`src/rtl/riscv_pkg.sv`:
```
// Shared RV32I writeback definitions: load funct3 encodings and the
// register-file write request carried through the writeback FIFO.
package riscv_pkg;
  localparam logic [2:0] F3_LB  = 3'b000;
  localparam logic [2:0] F3_LH  = 3'b001;
  localparam logic [2:0] F3_LW  = 3'b010;
  localparam logic [2:0] F3_LBU = 3'b100;
  localparam logic [2:0] F3_LHU = 3'b101;

  typedef struct packed {
    logic [4:0]  rd;
    logic [31:0] data;
  } wb_req_t;
endpackage

```
`src/rtl/load_extend.sv`:
```
// Load data extraction: picks the addressed byte/halfword from the raw
// memory word and sign/zero-extends it according to the load funct3.
module load_extend
  import riscv_pkg::*;
(
  input  logic [2:0]  funct3,
  input  logic [1:0]  offset,
  input  logic [31:0] word,
  output logic [31:0] ext
);
  logic [7:0]  byte_sel;
  logic [15:0] half_sel;

  always_comb begin
    byte_sel = word[7:0];
    case (offset)
      2'd1:    byte_sel = word[15:8];
      2'd2:    byte_sel = word[23:16];
      2'd3:    byte_sel = word[31:24];
      default: byte_sel = word[7:0];
    endcase
    // offset[0] is ignored for halfwords; misalignment traps upstream
    half_sel = offset[1] ? word[31:16] : word[15:0];
    case (funct3)
      F3_LB:   ext = {{24{byte_sel[7]}}, byte_sel};
      F3_LBU:  ext = {24'd0, byte_sel};
      F3_LH:   ext = {{16{half_sel[15]}}, half_sel};
      F3_LHU:  ext = {16'd0, half_sel};
      default: ext = word;
    endcase
  end
endmodule

```
`src/rtl/wb_unit.sv`:
```
// Writeback unit: merges load returns and ALU results onto the single
// register-file write port; blocked ALU results wait in an in-order FIFO.
module wb_unit
  import riscv_pkg::*;
#(
  parameter int DEPTH = 2
) (
  input  logic                       clk,
  input  logic                       rst_n,
  input  logic                       alu_valid,
  output logic                       alu_ready,
  input  logic [4:0]                 alu_rd,
  input  logic [31:0]                alu_data,
  input  logic                       lsu_valid,
  input  logic [4:0]                 lsu_rd,
  input  logic [2:0]                 lsu_funct3,
  input  logic [1:0]                 lsu_addr,
  input  logic [31:0]                lsu_rdata,
  output logic [4:0]                 rd,
  output logic [31:0]                DataWr,
  output logic                       RUWr,
  output logic [$clog2(DEPTH):0]     pending
);
  localparam int AW = $clog2(DEPTH);
  localparam int CW = AW + 1;

  wb_req_t        fifo [DEPTH];
  logic [AW-1:0]  wptr, rptr;
  logic [CW-1:0]  cnt;
  logic [31:0]    ld_data;
  logic           load_sel, fifo_ne, alu_live, push, pop, sel_vld;
  wb_req_t        sel;

  load_extend u_ext (
    .funct3 (lsu_funct3),
    .offset (lsu_addr),
    .word   (lsu_rdata),
    .ext    (ld_data)
  );

  // Ready comes only from registered occupancy: a same-cycle pop never reopens it.
  assign alu_ready = (cnt != CW'(DEPTH));
  assign pending   = cnt;

  always_comb begin
    load_sel = lsu_valid && (lsu_rd != 5'd0);
    fifo_ne  = (cnt != '0);
    alu_live = alu_valid && alu_ready && (alu_rd != 5'd0);
    pop      = !load_sel && fifo_ne;
    push     = alu_live && (load_sel || fifo_ne);
    sel_vld  = load_sel || fifo_ne || alu_live;
    if (load_sel)     sel = '{rd: lsu_rd, data: ld_data};
    else if (fifo_ne) sel = fifo[rptr];
    else              sel = '{rd: alu_rd, data: alu_data};
  end

  always_ff @(posedge clk) begin
    if (push) fifo[wptr] <= '{rd: alu_rd, data: alu_data};
  end

  always_ff @(posedge clk or negedge rst_n) begin
    if (!rst_n) begin
      wptr   <= '0;
      rptr   <= '0;
      cnt    <= '0;
      RUWr   <= 1'b0;
      rd     <= 5'd0;
      DataWr <= 32'd0;
    end else begin
      if (push) wptr <= wptr + AW'(1);
      if (pop)  rptr <= rptr + AW'(1);
      cnt  <= cnt + CW'(push) - CW'(pop);
      RUWr <= sel_vld;
      if (sel_vld) begin
        rd     <= sel.rd;
        DataWr <= sel.data;
      end
    end
  end
endmodule

```
`config.mk`:
```
export PLATFORM = sky130hd
export DESIGN_NAME = wb_unit
export DESIGN_NICKNAME = d
export VERILOG_FILES = /design/src/rtl/riscv_pkg.sv /design/src/rtl/load_extend.sv /design/src/rtl/wb_unit.sv
export SDC_FILE = /design/constraint.sdc
export NUM_CORES = 1
export LEC_CHECK = 0
export ABC_AREA = 1
export BUFFER_PORTS_ARGS = -buffer_cell sky130_fd_sc_hd__buf_2
export CORE_AREA = 2 2 130 132
export DETAILED_ROUTE_END_ITERATION = 10
export DIE_AREA = 0 0 132 134
export SLEW_MARGIN = 20
export SYNTH_ARGS = -nofsm -noshare
export SYNTH_HDL_FRONTEND = slang
export SYNTH_SLANG_ARGS = --single-unit
```
`constraint.sdc`:
```
create_clock -name clk -period 3.3 [get_ports clk]
set_clock_uncertainty 0.05 [all_clocks]
set_input_delay 0.33 -clock clk [delete_from_list [all_inputs] [get_ports clk]]
set_output_delay 0.33 -clock clk [all_outputs]
set_load 0.005 [all_outputs]
```
==> results.env, run 1 <==
CRITICAL_PATH_STARTPOINT_CATEGORY='register'
HPWL_MICRONS=11500
GRT_OVERFLOW=0
POWER_mW=6.10
SYNTH-SEQ-CELLS=116
FLOORPLAN.ROWS=47
DIE-AREA_SQ_UM=17700
SETUP_VIOL=0
REGTOREGENDPOINT='fifo[1][19]'
LEADING_CELL_TYPE_IN_THE_LAYOUT_FILL_AND_TAPS_EXCLUDED='nand2_1'
FIN_SETUP_TNS_NS=0
PATH_DELAY_FAMILY='simple AND/OR/NAND/NOR gates'
FINAL.FILL_COUNT=1701
TIMING.FINAL.CRIT_SHARE=0.713
VIAS=5282
CP_SLOWEST_CELL='nor2_4'
FF2FF_SETUP_SLACK_NS=0.95
GRT_PASS1_VIAS=4920
FIRSTDRTPASSITERS=4
RUN_STATUS='finished clean'
FLOORPLAN.INITIALDENSITY=0.370
TIMING.HOLD.WORST.START='alu_data[5]'
VIA_DENSITY=4.75
CTS-ROOT-BUF='clkbuf_16'
FINISH.NET_COUNT=962
CTS_BUFFER_COUNT=17
INITIALDRTVIOLATIONCOUNT=421
GRT_MAX_DEGREE=70
DRT-WIRELENGTH-PER-CELL_MICRONS=15.4
WORSTPATHREQUIRED_NS=3.37
SYNTH_SEQ_AREA_SHARE=0.543
SYNTH-WARNING-COUNT=0
COMBINED_GLOBAL_ROUTE_UTILIZATION_OF_ALL_METAL_LAYERS=0.198
CLOCK_PATH_BUFFERS=2
TIMING.SETUP.CRITICAL_PATH_CLASS='register to register'
TOP_LEVEL_I_O_COUNT=124
MIN-DELAY-PATH-CLASS='primary input to register'
CLKLATENCYLATEPIN_NS=0.42
MOSTFREQUENTLAYOUTCELLS='345 x nand2_1, 122 x buf_2, 100 x nor2_1, 74 x edfxtp_1, 48 x a21oi_1'
TIMING.CRITICAL_PATH.MODE_CELL='nand2_1'
CLKSLEWWORSTSETUPHOLDPATHS_NS=0.06
DETAIL-ROUTE-ANTENNA-NETS=0
SYNTH_FP_NETS=854
REPORT.FINAL.SLEW_VIOL_COUNT=0
MAX_SLEW_MARGIN=0.469
SYNTH_TOP_AREA_FRAC=0.368
CLOCK_TREE.HTREE_LEVEL_COUNT=4
HOLD_DEPTH=1
DEPTH_OF_THE_WORST_REGISTER_TO_REGISTER_PATH=6
SYNTH.AREA.TOP_CELLS='edfxtp_1 37%, nand2_1 21%, dfrtp_1 17%, nor2_1 6.3%, a21oi_1 4.0%'
DIE_HEIGHT_MICRONS=134
POWER.LEAKAGE_nW=3.67
PERIOD_NEEDED_NS=2.35
PLACER_CONGESTION_ESTIMATE=0.864
CRIT_CHAIN='or2_1 > clkinv_4 > nand2_1 > nand2_1 > nor2_4 > buf_12'
POSTSYNTHAREAPERCELL_SQ_UM=7.84
TOTALWIRELENGTH_MICRONS=17100
WORSTREG2REGSTART='pending[1]'
GRT_FIRST_PASS_WIRELENGTH_MICRONS=26600
REPORT.FINAL.HOLD_VIOL_COUNT=0
NUMBER_OF_ANTENNA_VIOLATIONS_AT_THE_FIRST_CHECK_IN_GLOBAL_ROUTING=3
WORST_SLEW_PIN_SLEW_NS=0.796
GRT_SETUP_UNREPAIRED='false'
POSTCTSSETUPBUFFERS=0
MAX_CAP_VIOLATIONS=0
AREA_GROWTH_PCT=21.6
TRITONCTS='done'
SEQUENTIAL_CELL_AREA_SQ_UM=3270
WORST_SETUP_EP_TYPE='register'
DIE_W_MICRONS=132
BUFFER_PORTS.INSERTED=123
POST-SYNTH-TOP-AREA-CELL='edfxtp_1'
FMAXACHIEVABLE_GHz=0.425
CP_DATA_ARRIVAL_TIME_NS=2.42
SYNTH_CELL_TYPES=28
STAGE_DELAY_OF_THE_SLOWEST_CELL_ON_THE_CRITICAL_PATH_NS=0.47
DRCVIOLATIONCOUNT=0
POWER.DENSITY_nW_PER_UM2=831
IR_DROP_V=0.000537
CTS.SINKS=116
SYNTHCELLS=770
FINAL_LAYOUT_SIZE_SUFFIX_GT1_FRAC=0.187
CRITPATHBUFINV=2
AREA_INSIDE_THE_CORE_BOUNDARY_SQ_UM=16300
TIMING.HOLD.WORST_ENDPOINT='fifo[1][5]'
MULTI_INPUT_COMB_AREA_SQ_UM=2370
CRITPATHMAXFANOUT=36
NETLIST_AREA_SQ_UM=6030
-- per-layer routing --
metal	global-route usage	share of wire	vias up
met5	0	0.0016	-
met4	0.0803	0.022	4
met3	0.0590	0.068	33
met2	0.302	0.45	177
met1	0.264	0.46	2403
li1	-	-	2665
-- how the worst max path moves through the flow --
stage / to / slack [ns] / from / cells past startpoint
floorplan: fifo[1][0] / 0.20 / pending[1] / 7
global placement: fifo[1][22] / 0.59 / pending[1] / 5
detailed placement: DataWr[5] / 0.63 / lsu_rd[1] / 9
CTS: fifo[1][19] / 0.91 / pending[1] / 6
global route: fifo[1][19] / 0.79 / pending[1] / 6
finish: fifo[1][19] / 0.95 / pending[1] / 6
-- per-stage QoR --
step | hold WS [ns] | util | instance area [sq um] | setup slack [ns] | instances
floorplan | -0.0156 | - | 6030 | 0.201 | 770
global placement | 0.418 | 0.414 | 6750 | 0.595 | 1076
detailed placement | 0.419 | 0.417 | 6790 | 0.633 | 1078
CTS | 0.0374 | 0.450 | 7320 | 0.905 | 1110
global route | 0.0503 | 0.450 | 7340 | 0.794 | 1111
finish | 0.0581 | 0.450 | 7340 | 0.948 | 1112
-- cell families (layout without fill, tap and decap cells) --
| logic type | count (synthesis) | count (layout) | synth area share |
|---|---|---|---|
| simple gates | 476 | 476 | 0.308 |
| flops | 116 | 116 | 0.543 |
| buf+inv | 88 | 209 | 0.0676 |
| compound gates | 86 | 86 | 0.0757 |
| xor+xnor | 3 | 3 | 0.00436 |
| fa+ha+maj | 1 | 1 | 0.00207 |
| other cells | 0 | 1 | 0 |
-- power by group --
group | internal [mW] | switching [mW]
sequential | 2.04 | 0.208
combinational | 0.745 | 1.42
clock | 1.04 | 0.643
total | 3.83 | 2.27
-- area by class of cell --
class / count / share of cell area
Sequential cell: 116 / 0.446
Antenna cell: 1 / 0.000341
Tap cell: 220 / 0.0375
Clock inverter: 11 / 0.0118
Clock buffer: 21 / 0.0614
Inverter: 46 / 0.0242
Timing Repair Buffer: 131 / 0.0962
Multi-Input combinational cell: 566 / 0.323
-- registers in the layout (all words and copies together) (netlist names) --
| name | count |
|---|---|
| fifo | 74 |
| pending | 2 |
| wptr | 1 |
| DataWr | 32 |
| RUWr | 1 |
| rptr | 1 |
| rd | 5 |
-- synthesized netlist by cell type (all sizes together) --
cell	instances
inv	44
a21oi	48
or2	1
xnor2	1
xor2	2
nand2	346
o21bai	7
a21boi	1
a31oi	5
buf	32
o21ai	25
edfxtp	74
ha	1
nand4	4
nor2	103
dfrtp	42
nor3	1
clkbuf	10
nand3	21
clkinv	2
-- what timing repair did --
item                                    CTS  global route
hold buffers                              0             1
endpoints found under the hold margin     0            42
gates resized for setup                   0             0
endpoints found under the setup margin    0             0
Note: power is estimated with default switching activity, not from simulation.
==> run 2, diff against run 1 <==
==> constraint.sdc (replaced) <==
create_clock -name clk -period 2 [get_ports clk]
set_clock_uncertainty 0.05 [all_clocks]
set_input_delay 0.2 -clock clk [delete_from_list [all_inputs] [get_ports clk]]
set_output_delay 0.2 -clock clk [all_outputs]
set_load 0.005 [all_outputs]
==> run 2 against run 1 <==
  * Die area unchanged
  * Worst setup slack lost 0.77 ns
  * Core utilization increased by 3.9 points
  * Sequential share of layout area shrank 3.6 points
  * Clock-buffer cell count decreased by 2
  * Wire length rose by 1.0%
  * Cell count grew 4.7%
  * Total power rose by 73%
  * Via count grew 4.0%
  * First-iteration DRC count down 10%
  * Sequential power grew 65%
  * Cell area up 8.7%
==> results.env, run 2 (same netlist as run 1, synthesis figures left out) <==
CLOCK_PATH_BUFFERS=2  # unchanged
DRCVIOLATIONCOUNT=0  # unchanged
CTS-ROOT-BUF='clkbuf_16'
LARGEST_REGISTERS='fifo: 74 flops, DataWr: 32 flops, rd: 5 flops'
CRIT_CHAIN='dlygate4sd3_1 > buf_2 > nor3_1 > nand2_1 > nand2_2 > nand3_1 > o21ai_0 > ha_1 > xnor2_1 > xor2_1'
INITIALDRTVIOLATIONCOUNT=378  # -10%
FIRSTDRTPASSITERS=4  # unchanged
AREA_GROWTH_PCT=32.2
REPORT.FINAL.HOLD_VIOL_COUNT=0  # unchanged
HPWL_MICRONS=12000  # +4.6%
MIN-DELAY-PATH-CLASS='primary input to register'
STARTPOINT='lsu_rd[1]'
DEPTH_OF_THE_WORST_REGISTER_TO_REGISTER_PATH=8  # +2
DETAIL-ROUTE-ANTENNA-NETS=0  # unchanged
CP_SLOWEST_CELL='dlygate4sd3_1'
WORSTPATHREQUIRED_NS=2.29  # -1.08 ns
CLOCK_TREE.HTREE_LEVEL_COUNT=4  # unchanged
REPORT.FINAL.SLEW_VIOL_COUNT=0  # unchanged
LARGEST_REG_FLOPS=74  # unchanged
CRITPATHBUFINV=2  # unchanged
FINAL_LAYOUT_SIZE_SUFFIX_GT1_FRAC=0.197  # +0.00960
GRT_OVERFLOW=0  # unchanged
MAX_SLEW_MARGIN=0.573  # +0.104
PLACER_CONGESTION_ESTIMATE=0.881  # +2.0%
TIMING.SETUP.CRITICAL_PATH_CLASS='primary input to register'
CRITICAL_PATH_STARTPOINT_CATEGORY='primary input'
TRITONCTS='done'
FINISH.NET_COUNT=1015  # +5.5%
TIMING.FINAL.CRIT_SHARE=0.910
FINAL.FILL_COUNT=1613  # -5.2%
RUN_STATUS='finished clean'
PERIOD_NEEDED_NS=1.82
CTS_BUFFER_COUNT=17  # unchanged
MULTI_INPUT_COMB_AREA_SQ_UM=2380  # +0.74%
IR_DROP_V=0.000910  # +69%
FLOORPLAN.INITIALDENSITY=0.370  # unchanged
BUFFER_PORTS.INSERTED=123  # unchanged
DIE_W_MICRONS=132  # unchanged
REGISTER_BANK_WITH_THE_MOST_FLOPS='fifo'
FF2FF_SETUP_SLACK_NS=0.20  # -0.75 ns
FMAXACHIEVABLE_GHz=0.549
SETUP_VIOL=0  # unchanged
GRT_PASS1_VIAS=5368  # +9.1%
TOP_LEVEL_I_O_COUNT=124  # unchanged
TOTALWIRELENGTH_MICRONS=17300  # +1.0%
AREA_INSIDE_THE_CORE_BOUNDARY_SQ_UM=16300  # unchanged
TIMING.HOLD.WORST_ENDPOINT='rd[2]'
POWER.DENSITY_nW_PER_UM2=1330  # +59%
CLKSLEWWORSTSETUPHOLDPATHS_NS=0.06  # about the same
TIMING.HOLD.WORST.START='lsu_rd[2]'
COMBINED_GLOBAL_ROUTE_UTILIZATION_OF_ALL_METAL_LAYERS=0.203  # +0.00471
VIA_DENSITY=4.72  # -0.63%
POWER_mW=10.6  # +73%
FLOORPLAN.ROWS=47  # unchanged
DRT-WIRELENGTH-PER-CELL_MICRONS=14.8  # -3.5%
POWER.LEAKAGE_nW=3.96  # +7.9%
LEADING_CELL_TYPE_IN_THE_LAYOUT_FILL_AND_TAPS_EXCLUDED='nand2_1'
NUMBER_OF_ANTENNA_VIOLATIONS_AT_THE_FIRST_CHECK_IN_GLOBAL_ROUTING=1  # -2
CTS.SINKS=116  # unchanged
GRT_SETUP_UNREPAIRED='false'
STAGE_DELAY_OF_THE_SLOWEST_CELL_ON_THE_CRITICAL_PATH_NS=0.54  # +0.07 ns
CLKLATENCYLATEPIN_NS=0.42  # about the same
CRITPATHMAXFANOUT=5  # -86%
WORST_SETUP_EP_TYPE='register'
GRT_MAX_DEGREE=43  # -39%
DIE-AREA_SQ_UM=17700  # unchanged
FIN_CELLS=1164  # +4.7%
MAX_CAP_VIOLATIONS=0  # unchanged
DP_CELLS=1091  # +1.2%
SEQUENTIAL_CELL_AREA_SQ_UM=3270  # unchanged
HOLD_DEPTH=3  # +2
MOSTFREQUENTLAYOUTCELLS='343 x nand2_1, 123 x buf_2, 100 x nor2_1, 74 x edfxtp_1, 48 x a21oi_1'
PATH_DELAY_FAMILY='buffers and inverters'
GRT_FIRST_PASS_WIRELENGTH_MICRONS=27600  # +3.8%
POSTCTSSETUPBUFFERS=0  # unchanged
CP_DATA_ARRIVAL_TIME_NS=2.11  # -0.31 ns
VIAS=5494  # +4.0%
WORSTREG2REGSTART='pending[0]'
DIODES=0  # -1
DIE_HEIGHT_MICRONS=134  # unchanged
WORST_SLEW_PIN_SLEW_NS=0.639  # -0.158 ns
REGTOREGENDPOINT='pending[1]'
## run 2: cell types whose count changed in the layout (fill, tap and decap cells not counted), moves of 2 or more
cell,change
bufinv_16,+2
nand2_1,-2
dlygate4sd3_1,+40
clkinv_2,-3
buf_12,+4
buf_4,+8
nand2_4,+2
clkbuf_1,-3
## run 2: worst min-delay path: cells and delay by family
kind / cells / cell delay, ns
buf+inv: 1 / 0.10
compound gates: 1 / 0.09
simple gates: 1 / 0.06
## run 2: how the worst max path moves through the flow
stage	cells past startpoint	end	slack (ns)
after floorplan	7	fifo[1][0]	-0.01
after global placement	6	fifo[1][4]	0.13
after detailed placement	6	fifo[0][23]	0.10
after CTS	6	fifo[1][2]	0.07
after global routing	8	pending[1]	0.03
final	10	pending[1]	0.18
## run 2: stage by stage
step                setup slack (ns)  cell area, sq um  TNS, ns  hold WS, ns  utilization
floorplan                    -0.0147              6080   -0.543       -0.146            -
global placement               0.132              6960        0        0.285        0.427
detailed placement             0.101              6960        0        0.284        0.427
CTS                           0.0717              7980        0      0.00846        0.490
global route                  0.0265              7980        0       0.0234        0.490
finish                         0.180              7980        0       0.0165        0.490
## run 2: layer usage
metal / part of all wire / up-vias / track usage
li1: - / 2768 / -
met2: 0.48 / 173 / 0.334
met3: 0.062 / 27 / 0.0544
met5: 0.00075 / - / 0
met4: 0.019 / 2 / 0.0749
met1: 0.44 / 2524 / 0.256
## run 2: timing repair
action	in CTS	in global routing
gates resized for setup	0	1
endpoints found under the setup margin	0	50
endpoints found under the hold margin	119	0
hold buffers	41	0
## run 2: report_power, final
group          internal, mW  switching (mW)
Clock                  2.01            1.08
Combinational          1.40            2.37
Sequential             3.37           0.338
## run 2: layout make-up
| cell class | instances | area share |
|---|---|---|
| sequential | 116 | 0.410 |
| timing repair buffer | 184 | 0.157 |
| clock buffer | 19 | 0.0568 |
| multi-input combinational | 566 | 0.299 |
| clock inverter | 13 | 0.0196 |
| inverter | 46 | 0.0232 |
| tap | 220 | 0.0345 |
==> run 3, diff against run 2 <==
--- a/config.mk
+++ b/config.mk
@@ -6,7 +6,7 @@
 export NUM_CORES = 1
 export LEC_CHECK = 0
 export ABC_AREA = 1
-export BUFFER_PORTS_ARGS = -buffer_cell sky130_fd_sc_hd__buf_2
+export BUFFER_PORTS_ARGS = -buffer_cell sky130_fd_sc_hd__buf_4
 export CORE_AREA = 2 2 130 132
 export DETAILED_ROUTE_END_ITERATION = 10
 export DIE_AREA = 0 0 132 134
==> run 3 against run 2 <==
  * Global-route usage increased by 0.46 points
  * Core utilization increased by 1.3 points
  * Critical path type is now register to register
  * Cell area increased by 2.7%
  * Cell count decreased by 0.26%
  * Sequential share of layout area fell by 1.1 points
  * Non-clock buffer count is 3 lower
  * Critical path depth down 3
  * Worst setup slack better by 0.013 ns
  * Fmax up 0.73%
  * Clock-buffer cell count up 7
  * Die area unchanged
==> results.env, run 3 (same netlist as run 1, synthesis figures left out) <==
INITIALDRTVIOLATIONCOUNT=381  # +0.79%
REPORT.FINAL.HOLD_VIOL_COUNT=0  # unchanged
POWER.DENSITY_nW_PER_UM2=1290  # -2.6%
TOTALWIRELENGTH_MICRONS=17800  # +2.8%
CRITPATHMAXFANOUT=14  # +9
FLOORPLAN.ROWS=47  # unchanged
AREA_INSIDE_THE_CORE_BOUNDARY_SQ_UM=16300  # unchanged
GRT_FIRST_PASS_WIRELENGTH_MICRONS=28200  # +2.2%
LARGEST_REG_FLOPS=74  # unchanged
FINISH.NET_COUNT=1012  # -0.30%
TOP_LEVEL_I_O_COUNT=124  # unchanged
FINAL_LAYOUT_SIZE_SUFFIX_GT1_FRAC=0.188  # -0.00894
CRITICAL_PATH_STARTPOINT_CATEGORY='register'
BUFFER_PORTS.INSERTED=123  # unchanged
GRT_OVERFLOW=0  # unchanged
GRT_SETUP_UNREPAIRED='false'
TIMING.SETUP.CRITICAL_PATH_CLASS='register to register'
RUN_STATUS='finished clean'
DRCVIOLATIONCOUNT=0  # unchanged
TRITONCTS='done'
FLOORPLAN.INITIALDENSITY=0.370  # unchanged
WORSTPATHREQUIRED_NS=2.06  # -0.23 ns
WORST_SETUP_EP_TYPE='register'
REGISTER_BANK_WITH_THE_MOST_FLOPS='fifo'
CTS-ROOT-BUF='clkbuf_16'
CTS_BUFFER_COUNT=17  # unchanged
COMBINED_GLOBAL_ROUTE_UTILIZATION_OF_ALL_METAL_LAYERS=0.207  # +0.00464
MOSTFREQUENTLAYOUTCELLS='343 x nand2_1, 134 x buf_4, 100 x nor2_1, 74 x edfxtp_1, 48 x a21oi_1'
MIN-DELAY-PATH-CLASS='primary input to register'
GRT_MAX_DEGREE=47  # +9.3%
LARGEST_REGISTERS='fifo: 74 flops, DataWr: 32 flops, rd: 5 flops'
VIA_DENSITY=4.76  # +0.84%
WORST_SLEW_PIN_SLEW_NS=0.629  # -0.0101 ns
CP_DATA_ARRIVAL_TIME_NS=1.87  # -0.24 ns
CLOCK_PATH_BUFFERS=2  # unchanged
CTS.SINKS=116  # unchanged
DP_CELLS=1088  # -0.27%
CLKLATENCYLATEPIN_NS=0.42  # about the same
CLKSLEWWORSTSETUPHOLDPATHS_NS=0.05  # about the same
VIAS=5526  # +0.58%
DRT-WIRELENGTH-PER-CELL_MICRONS=15.3  # +3.1%
DIE_HEIGHT_MICRONS=134  # unchanged
PLACE_AREA_SQ_UM=7240  # +4.1%
HOLD-WORST-SLACK_NS=0.0209  # +0.00434 ns
FIN_SETUP_TNS_NS=0  # unchanged
FMAXACHIEVABLE_GHz=0.553  # +0.73%
POWER.LEAKAGE_nW=4.02  # +1.4%
AREA_GROWTH_PCT=35.8
LEADING_CELL_TYPE_IN_THE_LAYOUT_FILL_AND_TAPS_EXCLUDED='nand2_1'
SETUP_VIOL=0  # unchanged
HPWL_MICRONS=12000  # about the same
IR_DROP_V=0.000958  # +5.3%
DIE-AREA_SQ_UM=17700  # unchanged
DETAIL-ROUTE-ANTENNA-NETS=0  # unchanged
REPORT.FINAL.SLEW_VIOL_COUNT=0  # unchanged
DIODES=0  # unchanged
CLOCK_TREE.HTREE_LEVEL_COUNT=4  # unchanged
TIMING.FINAL.CRIT_SHARE=0.904  # -0.00657
POWER_mW=10.6  # about the same
MAX_SLEW_MARGIN=0.580  # +0.00674
MAX_CAP_VIOLATIONS=0  # unchanged
FIN_CELLS=1161  # -0.26%
FINAL_DESIGN_AREA_NO_FILL_SQ_UM=8190  # +2.7%
GRT_PASS1_VIAS=5435  # +1.2%
DIE_W_MICRONS=132  # unchanged
FIRSTDRTPASSITERS=5  # +1
PLACER_CONGESTION_ESTIMATE=0.856  # -2.9%
NUMBER_OF_ANTENNA_VIOLATIONS_AT_THE_FIRST_CHECK_IN_GLOBAL_ROUTING=0  # -1
PERIOD_NEEDED_NS=1.81  # -0.0131 ns
[run 3: path summary, 6_finish.rpt]
kind                              endpoint  depth (start not counted)  slack (ns)        from
min in group asynchronous       DataWr[31]                          2        0.28       rst_n
worst min-delay path                 rd[2]                          3        0.02   lsu_rd[2]
max in group asynchronous       DataWr[13]                          2        1.20       rst_n
worst min register to register   DataWr[0]                          2        0.43   DataWr[0]
worst max register to register  fifo[1][6]                          7        0.19  pending[0]
worst max-delay path            fifo[1][6]                          7        0.19  pending[0]
[run 3: through the flow]
step,utilization,worst slack [ns]
2_1_floorplan,-,-0.0147
3_3_place_gp,0.445,0.108
3_5_place_dp,0.445,0.0661
4_1_cts,0.503,0.0390
5_1_grt,0.503,0.0129
6_report,0.503,0.193
[run 3: worst max-delay path: stages, from the launching register on]
cell	delay [ns]
dfrtp_1	0.40
inv_1	0.08
a21boi_0	0.18
nand2_1	0.17
inv_1	0.15
nand2_4	0.08
nor2_4	0.14
buf_4	0.25
[run 3: layout make-up]
| type | instances | area (sq um) |
|---|---|---|
| inverter | 46 | 185 |
| clock buffer | 26 | 479 |
| sequential | 116 | 3270 |
| timing repair buffer | 181 | 1540 |
| tap | 220 | 275 |
| clock inverter | 6 | 56.3 |
| fill | 1618 | 8100 |
| multi-input combinational | 566 | 2380 |
[run 3: power breakdown]
| group | internal, mW | total [mW] | switching (mW) |
|---|---|---|---|
| logic | 1.66 | 4.01 | 2.35 |
| clock network | 1.76 | 2.80 | 1.05 |
| registers | 3.37 | 3.75 | 0.377 |
[run 3: timing repair]
action	4_1_cts	5_1_grt
hold endpoints to repair	119	0
setup endpoints to repair	0	62
buffers inserted	0	0
hold buffers	41	0
resized for setup	0	1
[run 3: metal layers]
layer  track usage  share of wire  wire (microns)  vias up
li1              -              -               -     2759
met1         0.267           0.45            7970     2568
met2         0.336           0.47            8410      172
met3        0.0544          0.057            1010       27
met4        0.0791          0.021             369        0
met5             0              0               0        -
